File: config.mk
export PLATFORM = sky130hd
export DESIGN_NAME = core_boot_sequencer
export DESIGN_NICKNAME = d
export VERILOG_FILES = /design/src/rtl/core_boot_sequencer.sv
export SDC_FILE = /design/constraint.sdc
export NUM_CORES = 1
export LEC_CHECK = 0
export CORE_ASPECT_RATIO = 0.75
export CORE_MARGIN = 2
export CORE_UTILIZATION = 60
export CTS_BUF_LIST = sky130_fd_sc_hd__clkbuf_4 sky130_fd_sc_hd__clkbuf_8
export CTS_CLUSTER_DIAMETER = 200
export DETAILED_ROUTE_END_ITERATION = 10
export PLACE_DENSITY = 0.85
export SETUP_SLACK_MARGIN = 0.05
export SLEW_MARGIN = 40
export SYNTH_ARGS = -nofsm -noshare
export SYNTH_HDL_FRONTEND = slang
export SYNTH_SLANG_ARGS = --single-unit
File: constraint.sdc
create_clock -name clk -period 6.1 [get_ports clk]
set_input_delay 1.83 -clock clk [delete_from_list [all_inputs] [get_ports clk]]
set_output_delay 1.83 -clock clk [all_outputs]
set_load 0.02 [all_outputs]
File: src/rtl/core_boot_sequencer.sv
// Boot sequencer: receives a length-prefixed program image over UART RX, writes it
// into instruction memory, acknowledges the host and then releases the core.
module core_boot_sequencer #(
    parameter int          ADDR_W     = 14,
    parameter int          IMEM_DEPTH = 16384,
    parameter logic [7:0]  ACK_BYTE   = 8'hAA,
    parameter logic [7:0]  ERR_BYTE   = 8'hEE
) (
    input  logic              clk,
    input  logic              rst,
    input  logic [7:0]        rx_data,
    input  logic              rx_valid,
    input  logic              tx_ready,
    output logic [7:0]        tx_data,
    output logic              tx_valid,
    output logic              imem_we,
    output logic [ADDR_W-1:0] imem_addr,
    output logic [31:0]       imem_din,
    output logic              core_rst,
    output logic              rx_to_core,
    output logic              loading,
    output logic              boot_err
);

    typedef enum logic [2:0] {
        S_HDR,
        S_LOAD,
        S_ACK,
        S_RUN,
        S_ERR
    } state_t;

    localparam logic [31:0] DEPTH_W = 32'(IMEM_DEPTH);

    state_t              state_q,     state_d;
    logic [1:0]          byte_idx_q,  byte_idx_d;
    logic [31:0]         word_q,      word_d;
    logic [31:0]         n_q,         n_d;
    logic [ADDR_W-1:0]   word_cnt_q,  word_cnt_d;
    logic [7:0]          tx_data_q,   tx_data_d;
    logic                tx_valid_q,  tx_valid_d;
    logic                imem_we_q,   imem_we_d;
    logic [ADDR_W-1:0]   imem_addr_q, imem_addr_d;
    logic [31:0]         imem_din_q,  imem_din_d;
    logic                boot_err_q,  boot_err_d;

    logic [31:0]         assembled;
    logic                word_done;

    always_ff @(posedge clk) begin
        if (rst) begin
            state_q     <= S_HDR;
            byte_idx_q  <= 2'd0;
            word_q      <= 32'd0;
            n_q         <= 32'd0;
            word_cnt_q  <= '0;
            tx_data_q   <= 8'd0;
            tx_valid_q  <= 1'b0;
            imem_we_q   <= 1'b0;
            imem_addr_q <= '0;
            imem_din_q  <= 32'd0;
            boot_err_q  <= 1'b0;
        end else begin
            state_q     <= state_d;
            byte_idx_q  <= byte_idx_d;
            word_q      <= word_d;
            n_q         <= n_d;
            word_cnt_q  <= word_cnt_d;
            tx_data_q   <= tx_data_d;
            tx_valid_q  <= tx_valid_d;
            imem_we_q   <= imem_we_d;
            imem_addr_q <= imem_addr_d;
            imem_din_q  <= imem_din_d;
            boot_err_q  <= boot_err_d;
        end
    end

    always_comb begin
        state_d     = state_q;
        byte_idx_d  = byte_idx_q;
        word_d      = word_q;
        n_d         = n_q;
        word_cnt_d  = word_cnt_q;
        tx_data_d   = tx_data_q;
        tx_valid_d  = tx_valid_q;
        imem_we_d   = 1'b0;
        imem_addr_d = imem_addr_q;
        imem_din_d  = imem_din_q;
        boot_err_d  = boot_err_q;

        // Little-endian merge of the incoming byte; complete once the 4th byte lands.
        assembled = word_q;
        assembled[8*byte_idx_q +: 8] = rx_data;
        word_done = rx_valid && (byte_idx_q == 2'd3);

        case (state_q)
            S_HDR: begin
                if (rx_valid) begin
                    byte_idx_d = byte_idx_q + 2'd1;
                    word_d     = assembled;
                end
                if (word_done) begin
                    if (assembled > DEPTH_W) begin
                        state_d    = S_ERR;
                        boot_err_d = 1'b1;
                        tx_data_d  = ERR_BYTE;
                        tx_valid_d = 1'b1;
                    end else if (assembled == 32'd0) begin
                        state_d    = S_ACK;
                        tx_data_d  = ACK_BYTE;
                        tx_valid_d = 1'b1;
                    end else begin
                        state_d    = S_LOAD;
                        n_d        = assembled;
                        word_cnt_d = '0;
                    end
                end
            end
            S_LOAD: begin
                if (rx_valid) begin
                    byte_idx_d = byte_idx_q + 2'd1;
                    word_d     = assembled;
                end
                if (word_done) begin
                    imem_we_d   = 1'b1;
                    imem_addr_d = word_cnt_q;
                    imem_din_d  = assembled;
                    word_cnt_d  = word_cnt_q + 1'b1;
                    if ((32'(word_cnt_q) + 32'd1) == n_q) begin
                        state_d    = S_ACK;
                        tx_data_d  = ACK_BYTE;
                        tx_valid_d = 1'b1;
                    end
                end
            end
            S_ACK: begin
                if (tx_ready) begin
                    tx_valid_d = 1'b0;
                    state_d    = S_RUN;
                end
            end
            S_ERR: begin
                if (tx_valid_q && tx_ready) begin
                    tx_valid_d = 1'b0;
                end
            end
            S_RUN: begin
                state_d = S_RUN;
            end
            default: begin
                state_d = S_HDR;
            end
        endcase
    end

    assign tx_data    = tx_data_q;
    assign tx_valid   = tx_valid_q;
    assign imem_we    = imem_we_q;
    assign imem_addr  = imem_addr_q;
    assign imem_din   = imem_din_q;
    assign boot_err   = boot_err_q;
    assign core_rst   = (state_q != S_RUN);
    assign rx_to_core = (state_q == S_RUN);
    assign loading    = (state_q == S_HDR) || (state_q == S_LOAD);

endmodule

==> results.tsv <==
stage	metric	value	unit
sta	fin_crit_sh	0.775	
global_routing	grt_max_degree	73	
run_status	status	completed	
pwr	seq_power_share	0.495	
sta	setup_viol	0	
placement	port_buffers	69	
route	wl_per_cell	16.7	µm
placement	place_ws	1.01	ns
logic_synthesis	synth.mux.area_fraction	0	
logic_synthesis	netlist_area	6030	µm²
worst_setup_path	crit_type	input port to flip-flop	
global_routing	grt-ovfl-total	0	
logic_synthesis	synth_top_family_by_area	simple AND/OR/NAND/NOR gates	
sta	tns	0	ns
logic_synthesis	ys_warn_count	0	
floorplan	dieWidth	120	µm
route	remaining_drc_errors	0	
logic_synthesis	synthArstFlopShare	0	
floorplan	core-area	9740	µm²
cells_and_area	num-nets-final	754	
logic_synthesis	ys_types	55	
worst_setup_path	worstPathRequired	6.45	ns
pwr	power_density	260	nW/µm²
route	drt_iter0_drc	555	
cts	cts_root_buf	clkbuf_8	
sta	fmax	211	MHz
route	via_count	5301	
floorplan	pin_count	72	
sta	fin_worst_skew	0.00942	ns
global_routing	grt_pass1_wl	24500	µm
pwr	power_leakage	0.00242	µW
cts	numCtsBuffers	17	
cts	htreeDepth	4	
floorplan	dieArea	10900	µm²
pwr	clockPowerShare	0.400	
cts	cts_resized	0	
cts	clkLatencyLatePin	0.43	ns
logic_synthesis	synth_fa_ha_area_frac	0.0124	
cts	cts_max_path_buffers	2	
route	avgViaCountPerCell	6.02	
worst_setup_path	cp_max_fo	30	
flow_run	max-cap-violations	0	
floorplan	die_h	90.9	µm
worst_setup_path	critPathLaunchType	input port	
route	drtPass1Iterations	7	
sta	relSlewSlack	0.467	
cells_and_area	drive_above_1_share	0.0869	
placement	hpwl	10100	µm
sta	rsz0062_at_grt	no	
sta	fin_ws	1.37	ns
floorplan	rows	31	
route	routed_wl	14700	µm
logic_synthesis	avgSynthCellArea	8.55	µm²
sta	tightest_slew	0.799	ns
logic_synthesis	synthSimpleGateAreaFrac	0.243	
logic_synthesis	ys_seq_area_frac	0.445	
cts	cts.sinks	134	
cells_and_area	final_util	0.726	
pwr	power.internal	1360	µW
logic_synthesis	syn_inst	706	
sta	final_hold_viol_count	0	
placement	place_congestion	0.937	
logic_synthesis	synth_xor_area_frac	0.0290	
cts	hold_buffers	0	
route	postRouteAntennaNets	0	
global_routing	antenna_found_initial	0	
global_routing	grt_usage	0.281	
pwr	ir_drop	172	µV
sta	period_needed	4.73	ns
cells_and_area	fillers	760	
floorplan	initial_core_util	0.620	
pwr	combPwrFrac	0.105	
cells_and_area	syn_to_final_growth	17.1	%
global_routing	grt_pass1_vias	4909	
logic_synthesis	synth_compound_area_frac	0.221	
logic_synthesis	synth_edf_count	0	
cts	cts_tree	built	
logic_synthesis	ys.flop_type	dfxtp_1	
cts	post_cts_buffers	0	
logic_synthesis	ys_ff_latch	134	
cts	clk_pin_slew_worst_paths	0.07	ns
pwr	switchingPower	470	µW
worst_setup_path	crit_arrival	5.08	ns
worst_setup_path	endpoint_kind	flip-flop	
min_path	hp-class	flip-flop to flip-flop	
cells_and_area	antenna_cells	0	
pwr	sw_frac_of_total	0.256	
sta	drv_slew	0	
## cell usage after synthesis, drive strengths merged, types with 2 or more instances
cell type / count / area, µm²
a211oi: 84 / 706
a21oi: 38 / 190
a22oi: 5 / 37.5
a2bb2oi: 2 / 17.5
a311oi: 6 / 52.6
a31oi: 26 / 163
and2: 21 / 131
and3: 5 / 31.3
and4: 3 / 26.3
buf: 18 / 103
clkbuf: 46 / 173
dfxtp: 134 / 2680
ha: 6 / 75.1
inv: 6 / 22.5
nand2: 41 / 154
nand2b: 5 / 31.3
nand3: 13 / 65.1
nand3b: 3 / 22.5
nand4: 8 / 50.1
nor2: 116 / 435
nor2b: 43 / 269
nor3: 5 / 25.0
nor3b: 3 / 32.5
nor4: 10 / 62.6
nor4bb: 3 / 30.0
o2111ai: 2 / 17.5
o21ai: 8 / 40.0
o21bai: 2 / 15.0
or2: 2 / 12.5
or3b: 2 / 17.5
or4: 4 / 33.8
xnor2: 10 / 87.6
xor2: 10 / 87.6
## layout make-up
class / instances / area (µm²) / share of cell area
Clock buffer: 22 / 297 / 0.0420
Tap cell: 132 / 165 / 0.0234
Multi-Input combinational cell: 503 / 3080 / 0.435
Clock inverter: 9 / 100 / 0.0142
Sequential cell: 134 / 2680 / 0.380
Timing Repair Buffer: 74 / 726 / 0.103
Inverter: 6 / 22.5 / 0.00319
## through the flow
stage	cell area, µm²	cells	power (µW)	hold slack (ns)
2_1_floorplan	6040	707	1060	0.421
3_3_place_gp	6660	849	1110	0.435
3_5_place_dp	6670	849	1110	0.441
4_1_cts	7070	880	1840	0.460
5_1_grt	7070	880	1900	0.473
6_report	7070	880	1830	0.460
## routing by layer
| layer | track usage | up-vias | share of wire |
|---|---|---|---|
| li1 | - | 2570 | - |
| met1 | 0.405 | 2477 | 0.46 |
| met2 | 0.407 | 237 | 0.43 |
| met3 | 0.0840 | 17 | 0.095 |
| met4 | 0.0804 | 0 | 0.011 |
| met5 | 0 | - | 0 |
## worst paths after layout
kind | start | slack, ns | endpoint | cells after the start
min reg2reg | imem_addr[6] | 0.46 | imem_addr[6] | 2
min | imem_addr[6] | 0.46 | imem_addr[6] | 2
max reg2reg | byte_idx_q[0] | 2.22 | n_q[14] | 10
max | rx_data[2] | 1.37 | n_q[14] | 10
## critical path: stages
cell	delay [ns]
clkdlybuf4s50_1	0.52
or4_1	0.53
a22oi_1	0.18
nand4_1	0.12
or4_4	0.58
nor3b_2	0.34
nor3b_4	0.27
buf_4	0.38
nor2_1	0.09
a211oi_2	0.21
## state kept, by name (all words and copies together), names as in the netlist
signal / cells
imem_addr: 14
boot_err: 1
imem_din: 32
word_cnt_q: 14
imem_we: 1
tx_data: 2
state_q: 3
tx_valid: 1
word_q: 32
n_q: 32
byte_idx_q: 2
## power groups by stage
stage	Sequential, µW	Clock [µW]	Combinational (µW)
after global placement	926	0	184
final	908	733	193
after CTS	907	741	188
after floorplan	922	0	138
after detailed placement	927	0	187
after global routing	910	780	210
## placed cells by master, fill, tap and decap left out, drive strengths merged, types with 13 or more instances in the layout
| cell type | synthesis | routed |
|---|---|---|
| dfxtp | 134 | 134 |
| nor2 | 116 | 116 |
| a211oi | 84 | 84 |
| clkdlybuf4s50 | 0 | 68 |
| nor2b | 43 | 43 |
| nand2 | 41 | 41 |
| a21oi | 38 | 38 |
| a31oi | 26 | 26 |
| clkbuf | 46 | 22 |
| and2 | 21 | 21 |
| nand3 | 13 | 13 |
## kinds of logic after synthesis
group,count (synthesis)
XOR/XNOR,20
AO/OA/AOI/OAI,184
adder cells (fa/ha/maj),6
buffers and inverters,70
other,1
flip-flops,134
AND/OR/NAND/NOR,291
Note: power is estimated with default switching activity, not from simulation.
==> edit: new RTL, config.mk and constraints unchanged <==
Encoding of `state_t`: now Gray code (3 bits for 5 states).
--- a/src/rtl/core_boot_sequencer.sv
+++ b/src/rtl/core_boot_sequencer.sv
@@ -25,7 +25,7 @@
     typedef enum logic [2:0] {
-        S_HDR,
-        S_LOAD,
-        S_ACK,
-        S_RUN,
-        S_ERR
+        S_HDR  = 3'b000,
+        S_LOAD = 3'b001,
+        S_ACK  = 3'b011,
+        S_RUN  = 3'b010,
+        S_ERR  = 3'b110
     } state_t;
Behaviour: no difference found for any inputs over 4 cycles, from zero or initial values and one cycle with rst high; so few cycles prove little.
==> edit against the original RTL <==
Area after synthesis up 4.0%. Via count rose by 7.7%. Sequential cell count did not move. Register-to-register slack better by 0.48 ns. Routed wire length rose by 8.1%. Largest cell class unchanged. Cell area grew 3.1%. Worst setup slack better by 0.44 ns. Non-clock buffer count unchanged. First-iteration DRC count grew 33%.
Power is not compared: it rests on default switching activity, and its combinational part moved more than twofold at a synthesized area within 25%.
==> edit: results (changes against the original RTL) <==
stage,metric,value,unit,change
routing,wl_per_cell,17.2,um,was 16.7 um
synth,synth.avg_cell_area,8.39,um2,was 8.55 um2
grt,grt_max_degree,116,,was 73
routing,drt-met1-wl,7.48,mm,was 6.78 mm
grt,use_met2,42.0,%,was 40.7%
cells_and_area,final_layout_size_suffix_gt1_share,6.87,%,was 8.69%
synth,synth_area_leaders,"dfxtp_1, a211oi_1, nor2_1",,unchanged
critical_path,reg2reg_slack,2.70,ns,was 2.22 ns
placement,io_buffers,69,,unchanged
critical_path,cp_top_family,compound AO/OA/AOI/OAI gates,,was simple AND/OR/NAND/NOR gates
synth,synthXorXnorAreaFrac,2.79,%,was 2.90%
routing,wirelength,15.9,mm,was 14.7 mm
grt,use_met3,6.10,%,was 8.40%
synth,synthAdderAreaFrac,1.20,%,was 1.24%
critical_path,crit-reg2reg-launch,byte_idx_q[0],,unchanged
grt,gr-usage-all-layers,29.2,%,was 28.1%
synth,ys_types,62,,was 55
critical_path,critPathMaxFanout,11,,was 30
critical_path,rr_worst_depth,9,,was 10
critical_path,rr_endpoint,tx_valid,,was n_q[14]
synth,yosys-mux-area-fraction,0.159,%,was 0%
synth,synth-compound-area-share,22.5,%,was 22.1%
clock_tree,cts_buffer_depth,2,,unchanged
critical_path,cp_data_arrival_time,4.63,ns,was 5.08 ns
timing,clock_skew,0.0154,ns,was 0.00942 ns
critical_path,max_stage_delay,0.68,ns,was 0.58 ns
synth,yosysSeqAreaShare,42.7,%,was 44.5%
placement,postPlaceCellArea,6860,um2,was 6670 um2
critical_path,cp-startpoint,rx_data[7],,was rx_data[2]
timing,worst_pin_slew,0.800,ns,was 0.799 ns
routing,met2_length,6.83,mm,was 6.32 mm
placement,dp_slack,1.43,ns,was 1.01 ns
routing,vias,5707,,was 5301
grt,grt_pass1_wl,26.1,mm,was 24.5 mm
critical_path,crit_slowest_cell,o21ai_1,,was or4_4
placement,dpl.hpwl,10.7,mm,was 10.1 mm
grt,grt_pass1_vias,5166,,was 4909
placement,dp.cells,890,,was 849
timing,holdWs,0.456,ns,was 0.460 ns
clock_tree,clock_latency,0.45,ns,was 0.43 ns
synth,synth_common_cells,"dfxtp_1, nor2_1, a211oi_1",,unchanged
timing,fmax,0.233,GHz,was 0.211 GHz
status,status,"finished, final reports clean",,unchanged
placement,place_congestion,0.950,,was 0.937
worst_hold_path,min_from,imem_addr[4],,was imem_addr[6]
worst_hold_path,hold_path_end,imem_addr[4],,was imem_addr[6]
routing,drtPass1Iterations,5,,was 7
grt,met1_usage,43.3,%,was 40.5%
routing,drt_iter0_markers,738,,was 555
cells_and_area,nNetsFinal,791,,was 754
power_and_ir_drop,peakVddDrop,206,uV,
routing,wl_met3,1.29,mm,was 1.40 mm
edit: cell count changes after synthesis, moves of 4 or more:
cell      unedited run  this run
a311oi_1             6         1
inv_1                6        10
nor2_1             116       106
or3_1                1         6
o211ai_1             0         9
nand2b_1             5        13
a211oi_2            15         0
a211oi_1            69        86
clkbuf_1            46        42
buf_2                4        13
buf_1                6         2
nand2_1             41        47
o22ai_1              0         5
edit: power by group:
part	switching (mW)	total, mW	leakage, nW	internal (mW)
clock	0.357	0.786	0.212	0.430
sequential	0.0461	0.971	1.09	0.925
combinational	0.343	0.525	1.14	0.182
total	0.745	2.28	2.44	1.54
edit: layout make-up:
cell class	instances	area [um2]
clock buffer	20	269
clock inverter	12	151
fill	781	2960
inverter	12	45.0
multi-input combinational	534	3240
sequential	134	2680
tap	136	170
timing repair buffer	74	732
edit: tightest hold or removal path, delay by kind of cell (launching register included):
family | cells | cell delay [ns]
flip-flops | 1 | 0.31
AND/OR/NAND/NOR | 1 | 0.05
AO/OA/AOI/OAI | 1 | 0.05
